**src/rtl/alu_serial_ctrl.sv**
```systemverilog
// alu_serial_ctrl: bit-serial sequencer for an external 1-bit ALU slice.
// An operation is fed to the slice LSB first, one bit per RUN cycle; the
// result is assembled from the slice outputs and presented with a one-cycle
// Done pulse together with Carry/Overflow/Zero/Error flags.
module alu_serial_ctrl #(
    parameter int unsigned WIDTH    = 16,
    parameter logic [2:0]  CTRL_AND = 3'b000,
    parameter logic [2:0]  CTRL_OR  = 3'b010,
    parameter logic [2:0]  CTRL_XOR = 3'b011,
    parameter logic [2:0]  CTRL_ADD = 3'b001,
    parameter logic [2:0]  CTRL_SUB = 3'b110
) (
    input  logic             Clock,
    input  logic             Reset,
    input  logic             Start,
    input  logic [2:0]       OpCode,
    input  logic [WIDTH-1:0] OpA,
    input  logic [WIDTH-1:0] OpB,
    output logic             SliceA,
    output logic             SliceB,
    output logic             SliceCIN,
    output logic             SliceBInvert,
    output logic             SliceLess,
    output logic [2:0]       SliceCtrl,
    input  logic             SliceRez,
    input  logic             SliceCout,
    output logic             Busy,
    output logic             Done,
    output logic [WIDTH-1:0] Result,
    output logic             Carry,
    output logic             Overflow,
    output logic             Zero,
    output logic             Error
);

    localparam int unsigned    CNT_W = (WIDTH > 1) ? $clog2(WIDTH) : 1;
    localparam logic [CNT_W-1:0] LAST = CNT_W'(WIDTH - 1);

    localparam logic [2:0] OP_AND = 3'b000;
    localparam logic [2:0] OP_OR  = 3'b001;
    localparam logic [2:0] OP_XOR = 3'b011;
    localparam logic [2:0] OP_ADD = 3'b010;
    localparam logic [2:0] OP_SUB = 3'b110;
    localparam logic [2:0] OP_SLT = 3'b111;

    typedef enum logic [1:0] {
        S_IDLE = 2'd0,
        S_RUN  = 2'd1,
        S_DONE = 2'd2
    } state_t;

    state_t r_state;
    state_t w_state_nxt;

    logic [CNT_W-1:0] r_cnt;
    logic [2:0]       r_op;
    logic [WIDTH-2:0] r_a;        // operand bits not yet presented to the slice
    logic [WIDTH-2:0] r_b;
    logic [WIDTH-2:0] r_acc;      // result bits collected so far, shifted in at the top

    logic             r_slice_a;
    logic             r_slice_b;
    logic             r_slice_cin;
    logic             r_slice_binv;
    logic [2:0]       r_slice_ctrl;

    logic [WIDTH-1:0] r_result;
    logic             r_carry;
    logic             r_ovf;
    logic             r_zero;
    logic             r_error;

    logic             w_legal;
    logic             w_sub;
    logic [2:0]       w_ctrl;
    logic             w_arith;
    logic             w_slt;
    logic [WIDTH-1:0] w_sum;
    logic             w_ovf;
    logic [WIDTH-1:0] w_res_fin;
    logic             w_carry_fin;
    logic             w_ovf_fin;

    // Decode the incoming opcode into legality and slice configuration
    always_comb begin
        w_legal = 1'b1;
        w_sub   = 1'b0;
        w_ctrl  = CTRL_AND;
        case (OpCode)
            OP_AND: w_ctrl = CTRL_AND;
            OP_OR:  w_ctrl = CTRL_OR;
            OP_XOR: w_ctrl = CTRL_XOR;
            OP_ADD: w_ctrl = CTRL_ADD;
            OP_SUB, OP_SLT: begin
                w_ctrl = CTRL_SUB;
                w_sub  = 1'b1;
            end
            default: w_legal = 1'b0;
        endcase
    end

    // Form the final result and flags from the last slice cycle
    always_comb begin
        w_arith     = (r_op == OP_ADD) || (r_op == OP_SUB) || (r_op == OP_SLT);
        w_slt       = (r_op == OP_SLT);
        w_sum       = {SliceRez, r_acc};
        w_ovf       = SliceCout ^ r_slice_cin;
        w_res_fin   = w_sum;
        w_carry_fin = w_arith & SliceCout;
        w_ovf_fin   = w_arith & w_ovf;
        if (w_slt) begin
            // Signed less-than: sign of the difference corrected by overflow.
            w_res_fin    = '0;
            w_res_fin[0] = SliceRez ^ w_ovf;
            w_carry_fin  = 1'b0;
            w_ovf_fin    = 1'b0;
        end
    end

    // FSM state register
    always_ff @(posedge Clock or negedge Reset) begin
        if (!Reset) begin
            r_state <= S_IDLE;
        end else begin
            r_state <= w_state_nxt;
        end
    end

    // FSM next-state logic
    always_comb begin
        w_state_nxt = r_state;
        case (r_state)
            S_IDLE: begin
                if (Start) begin
                    w_state_nxt = w_legal ? S_RUN : S_DONE;
                end
            end
            S_RUN: begin
                if (r_cnt == LAST) begin
                    w_state_nxt = S_DONE;
                end
            end
            S_DONE:  w_state_nxt = S_IDLE;
            default: w_state_nxt = S_IDLE;
        endcase
    end

    // Operand capture, per-bit slice sequencing and result/flag update
    always_ff @(posedge Clock or negedge Reset) begin
        if (!Reset) begin
            r_cnt        <= '0;
            r_op         <= '0;
            r_a          <= '0;
            r_b          <= '0;
            r_acc        <= '0;
            r_slice_a    <= 1'b0;
            r_slice_b    <= 1'b0;
            r_slice_cin  <= 1'b0;
            r_slice_binv <= 1'b0;
            r_slice_ctrl <= '0;
            r_result     <= '0;
            r_carry      <= 1'b0;
            r_ovf        <= 1'b0;
            r_zero       <= 1'b0;
            r_error      <= 1'b0;
        end else begin
            case (r_state)
                S_IDLE: begin
                    if (Start) begin
                        if (w_legal) begin
                            r_op         <= OpCode;
                            r_cnt        <= '0;
                            r_error      <= 1'b0;
                            r_a          <= OpA[WIDTH-1:1];
                            r_b          <= OpB[WIDTH-1:1];
                            r_slice_a    <= OpA[0];
                            r_slice_b    <= OpB[0];
                            r_slice_cin  <= w_sub;
                            r_slice_binv <= w_sub;
                            r_slice_ctrl <= w_ctrl;
                        end else begin
                            r_result <= '0;
                            r_carry  <= 1'b0;
                            r_ovf    <= 1'b0;
                            r_zero   <= 1'b1;
                            r_error  <= 1'b1;
                        end
                    end
                end
                S_RUN: begin
                    r_acc <= w_sum[WIDTH-1:1];
                    if (r_cnt == LAST) begin
                        r_result     <= w_res_fin;
                        r_carry      <= w_carry_fin;
                        r_ovf        <= w_ovf_fin;
                        r_zero       <= (w_res_fin == '0);
                        r_slice_a    <= 1'b0;
                        r_slice_b    <= 1'b0;
                        r_slice_cin  <= 1'b0;
                        r_slice_binv <= 1'b0;
                        r_slice_ctrl <= '0;
                    end else begin
                        r_cnt       <= r_cnt + 1'b1;
                        r_slice_a   <= r_a[0];
                        r_slice_b   <= r_b[0];
                        r_a         <= r_a >> 1;
                        r_b         <= r_b >> 1;
                        r_slice_cin <= SliceCout;
                    end
                end
                default: ;
            endcase
        end
    end

    assign SliceA       = r_slice_a;
    assign SliceB       = r_slice_b;
    assign SliceCIN     = r_slice_cin;
    assign SliceBInvert = r_slice_binv;
    assign SliceLess    = 1'b0;
    assign SliceCtrl    = r_slice_ctrl;
    assign Busy         = (r_state == S_RUN);
    assign Done         = (r_state == S_DONE);
    assign Result       = r_result;
    assign Carry        = r_carry;
    assign Overflow     = r_ovf;
    assign Zero         = r_zero;
    assign Error        = r_error;

endmodule

```
**config.mk**
```make
export PLATFORM = sky130hd
export DESIGN_NAME = alu_serial_ctrl
export DESIGN_NICKNAME = d
export VERILOG_FILES = /design/src/rtl/alu_serial_ctrl.sv
export SDC_FILE = /design/constraint.sdc
export NUM_CORES = 1
export LEC_CHECK = 0
export ABC_AREA = 1
export CORE_MARGIN = 4
export CORE_UTILIZATION = 60
export CTS_CLUSTER_DIAMETER = 200
export DETAILED_ROUTE_END_ITERATION = 16
export DONT_BUFFER_PORTS = 1
export GPL_ROUTABILITY_DRIVEN = 0
export PLACE_DENSITY = 0.76
export RECOVER_POWER = 50
export SKIP_CTS_REPAIR_TIMING = 1
export SLEW_MARGIN = 30
export SYNTH_ARGS = -nofsm -noshare
export SYNTH_HDL_FRONTEND = slang
export SYNTH_SLANG_ARGS = --single-unit
```
**constraint.sdc**
```tcl
create_clock -name Clock -period 4.25 [get_ports Clock]
set_input_delay 0.85 -clock Clock [delete_from_list [all_inputs] [get_ports Clock]]
set_output_delay 0.85 -clock Clock [all_outputs]
set_load 0.05 [all_outputs]
```
==> metrics.log <==
INFO  metric critical_path_class = register to register
INFO  metric cp_top_family = buffers and inverters
INFO  metric postSynth.topFlopCell = dfrtp_1
INFO  metric postRouteAntennaNets = 0
INFO  metric cell_area_after_synthesis = between 0.003 and 0.004 sq mm
INFO  metric power_density = around 870 mW/mm^2
INFO  metric fin_worst_skew = ~0.008 ns
INFO  metric fin_total_pwr = roughly 3.3 mW
INFO  metric synth.top_cells.by_count = nand2_1, dfrtp_1, o21ai_0
INFO  metric leakage_power = about 1.9 nW
INFO  metric grt_setup_unrepaired = false
INFO  metric grt_pass1_vias = 2546
INFO  metric grt_first_pass_wirelength = 11880 microns
INFO  metric drt-total-wl = approximately 7000 microns
INFO  metric wire_length_on_met3 = ~550 microns
INFO  metric pre_cts_slack = between 1.5 and 2 ns
INFO  metric synthXorXnorAreaFrac = 0%
INFO  metric synth-seq-area-share = 56.23%
INFO  metric num_vias = between 2000 and 3000
INFO  metric floorplan.rows = 27
INFO  metric worst_setup_path_end_kind = register
INFO  metric slew_of_the_pin_with_the_lowest_slew_margin = about 0.9 ns
INFO  metric worst-r2r-cell-count = 8
INFO  metric hold_viol = 0
INFO  metric yosys_warnings = 0
INFO  metric clock_insertion_delay_at_the_later_pin_of_the_skew_report = 0.35 ns
INFO  metric most_frequent_cell_after_synthesis = nand2_1
INFO  metric grt-ovfl-total = 0
INFO  metric hpwl = roughly 4600 microns
INFO  metric synthesis.instances = between 400 and 500
INFO  metric timing.final.crit_share = about 66%
INFO  metric synth_area_leader_cell = dfrtp_1
INFO  metric finalSetupTns = 0 ns
INFO  metric async_reset_ff_share = 100.0%
INFO  metric synth_compound_gate_area_share = between 15 and 20%
INFO  metric endpoint_of_the_lowest_slack_register_to_register_path = r_b[13]$_DFFE_PN0P_
INFO  metric worst_ep_required_time = between 4 and 5 ns
INFO  metric critical-path-max-stage-delay = 0.51 ns
INFO  metric via_per_inst = 5.579
INFO  metric outcome = finished, final reports clean
INFO  metric cts.sinks = 81
INFO  metric clkTransAtPathRegs = ~0.080 ns
INFO  metric die_width = between 80 and 90 microns
INFO  metric critical_path.n_buffers_inverters = 3
INFO  metric cts-htree-levels = 3
INFO  metric drv_slew = 0
INFO  metric insertedDiodeCount = 0
INFO  metric vdd_ir_drop_max = approximately 0.38 mV
INFO  metric synth_adder_area_share = less than 1%
INFO  metric top_layer = met4
INFO  metric synth_top_area_share = 56.23%
INFO  metric synth_simple_gate_area_share = roughly a fifth
INFO  metric worstSetupStartpointType = register
INFO  metric holdCritPathClass = input pin to async pin
INFO  metric timing.final.setup_violations = 0
INFO  metric nFillCells = ~480
INFO  metric synth_fp_nets = between 400 and 500
INFO  metric worst_hold_slack = approximately 0.18 ns
INFO  metric grt_antenna_before_repair = 0
INFO  metric floorplan_die_area = between 0.007 and 0.008 sq mm
INFO  metric io_pins = 70
INFO  metric dr.pass1.iters = 5
INFO  metric combinational_family_with_the_most_area_after_synthesis = simple AND/OR/NAND/NOR gates
INFO  metric synth_cell_type_count = 27
INFO  metric fin_worst_setup_slack = about 1.5 ns
INFO  metric number_of_synthesized_flops_with_an_enable_pin = 0
INFO  metric cts-buffers-inserted = 9
INFO  metric cts-root-buf = clkbuf_8
INFO  metric synth.area.mux_share = 0%
INFO  metric route.detailed.wl_per_inst = ~14 microns
INFO  metric critPathSlowestCell = inv_4
INFO  metric max_cap_viol_count = 0
INFO  metric arrival = 3.04 ns
INFO  metric remaining_drc_errors = 0
INFO  metric port_buffers = 0
INFO  metric fp.dieH = about 86 microns
INFO  metric final_nets = about 440
INFO  metric globalRouteTotalUtil = about a fifth
INFO  metric cpMostUsedCell = nand2_4
INFO  metric finish.utilization = between 60 and 70%
INFO  metric final.min_clock_period = between 2 and 3 ns
INFO  metric drive_gt1_share = 5.432%
INFO  metric critical_path.max_fanout = 62
INFO  metric core = between 0.005 and 0.006 sq mm
INFO  metric post_synth.cell_area_avg = 8.792 sq um
INFO  metric synth.top_cells.by_area = dfrtp_1, nand2_1, o21ai_0, nand3_1, o211ai_1
INFO  metric critical_path.reg2reg.startpoint = r_state[1]$_DFFE_PN0P_
INFO  metric met2_length = 3146 microns
INFO  metric grt_max_degree = 82
INFO  metric wirelength_met1 = roughly 3100 microns
INFO  metric cp_cell_sequence = inv_1 > nand2_1 > inv_4 > buf_4 > nand2_4 > nand2_4 > o211ai_1 > o21ai_0
INFO  metric floorplan.initialDensity = 63.51%
INFO  metric max_freq = between 300 and 400 MHz
INFO  metric initialDrtViolationCount = 164
INFO  metric postSynthRegisterBits = 81
INFO  metric clock_tree.buffer_depth = 2
INFO  metric tritoncts = built
INFO  metric reg2reg_slack = between 1 and 1.5 ns
INFO  metric worst_slew_margin_relative_to_its_limit = between 30% and 40%
INFO  metric area.growth.synth_to_final = 4.339%
report_power, final:
| part | internal, mW | total, mW | leakage [nW] | switching (mW) |
|---|---|---|---|---|
| sequential | 1.12 | 1.72 | 1.02 | 0.598 |
| combinational | 0.349 | 1.02 | 0.742 | 0.668 |
| clock | 0.283 | 0.555 | 0.102 | 0.272 |
| total | 1.75 | 3.29 | 1.87 | 1.54 |
logic make-up (layout without fill, tap and decap cells):
kind of cell,after synthesis,count (layout)
compound gates,97,97
flops,81,81
fa+ha+maj,1,1
other cells,1,1
simple gates,158,158
buf+inv,72,67
layer usage:
layer | GRT usage [%] | vias to the layer above
met5 | 0 | -
met4 | 8.633 | 0
met3 | 6.340 | 8
met2 | 30.30 | 73
met1 | 27.75 | 1253
li1 | - | 1327
cell type report:
class | instances | area, sq um | area share [%]
clock buffers | 10 | 137.6 | 3.659
clock inverters | 6 | 57.56 | 1.530
inverters | 50 | 190.2 | 5.057
multi-input cells | 257 | 1251 | 33.27
flip-flops and latches | 81 | 2027 | 53.89
well taps | 72 | 90.09 | 2.395
repair buffers | 1 | 7.507 | 0.1996
cells in the final DEF, fill, tap and decap left out:
master and n:
a21oi_1 7, a31oi_1 2, buf_4 1, bufinv_16 1, clkbuf_8 10, clkinv_1 1
clkinv_2 4, clkinvlp_4 1, conb_1 1, dfrtp_1 81, ha_1 1, inv_1 47
inv_2 1, inv_4 1, nand2_1 100, nand2_2 1, nand2_4 2, nand3_1 36
nand3b_1 1, nand4_1 1, nor2_1 16, nor3_1 1, o211ai_1 24, o21ai_0 55
o221ai_1 1, o31ai_1 8
worst register-to-register path, stage by stage (launching register included):
cell and delay, ns:
dfrtp_1 0.37, inv_1 0.09, nand2_1 0.40, inv_4 0.52, buf_4 0.44, nand2_4 0.14
nand2_4 0.43, o211ai_1 0.19, o21ai_0 0.11
registers in the layout, summed over array words and instances, names as in the netlist, 2 cells and up:
name       flops
r_a           15
r_b           15
r_op           3
r_acc         15
SliceCtrl      3
Result        16
r_state        2
r_cnt          4
through the flow:
| stage | std cells | instance area, sq um |
|---|---|---|
| after floorplan | 410 | 3605 |
| after global placement | 461 | 3581 |
| after detailed placement | 461 | 3581 |
| after CTS | 477 | 3776 |
| after global routing | 477 | 3761 |
| final | 477 | 3761 |
worst max path at each step:
stage	start	endpoint	slack, ns	cells after the start
finish	r_state[1]$_DFFE_PN0P_	r_b[13]$_DFFE_PN0P_	1.46	8
global route	r_state[1]$_DFFE_PN0P_	r_b[6]$_DFFE_PN0P_	1.06	8
CTS	r_state[0]$_DFFE_PN0P_	r_b[13]$_DFFE_PN0P_	1.72	7
detailed placement	r_state[0]$_DFFE_PN0P_	r_b[13]$_DFFE_PN0P_	1.72	7
global placement	r_state[0]$_DFFE_PN0P_	r_cnt[2]$_DFFE_PN0P_	1.82	8
floorplan	r_state[0]$_DFFE_PN0P_	Done	2.32	1
Power figures use the tool's default switching activity.
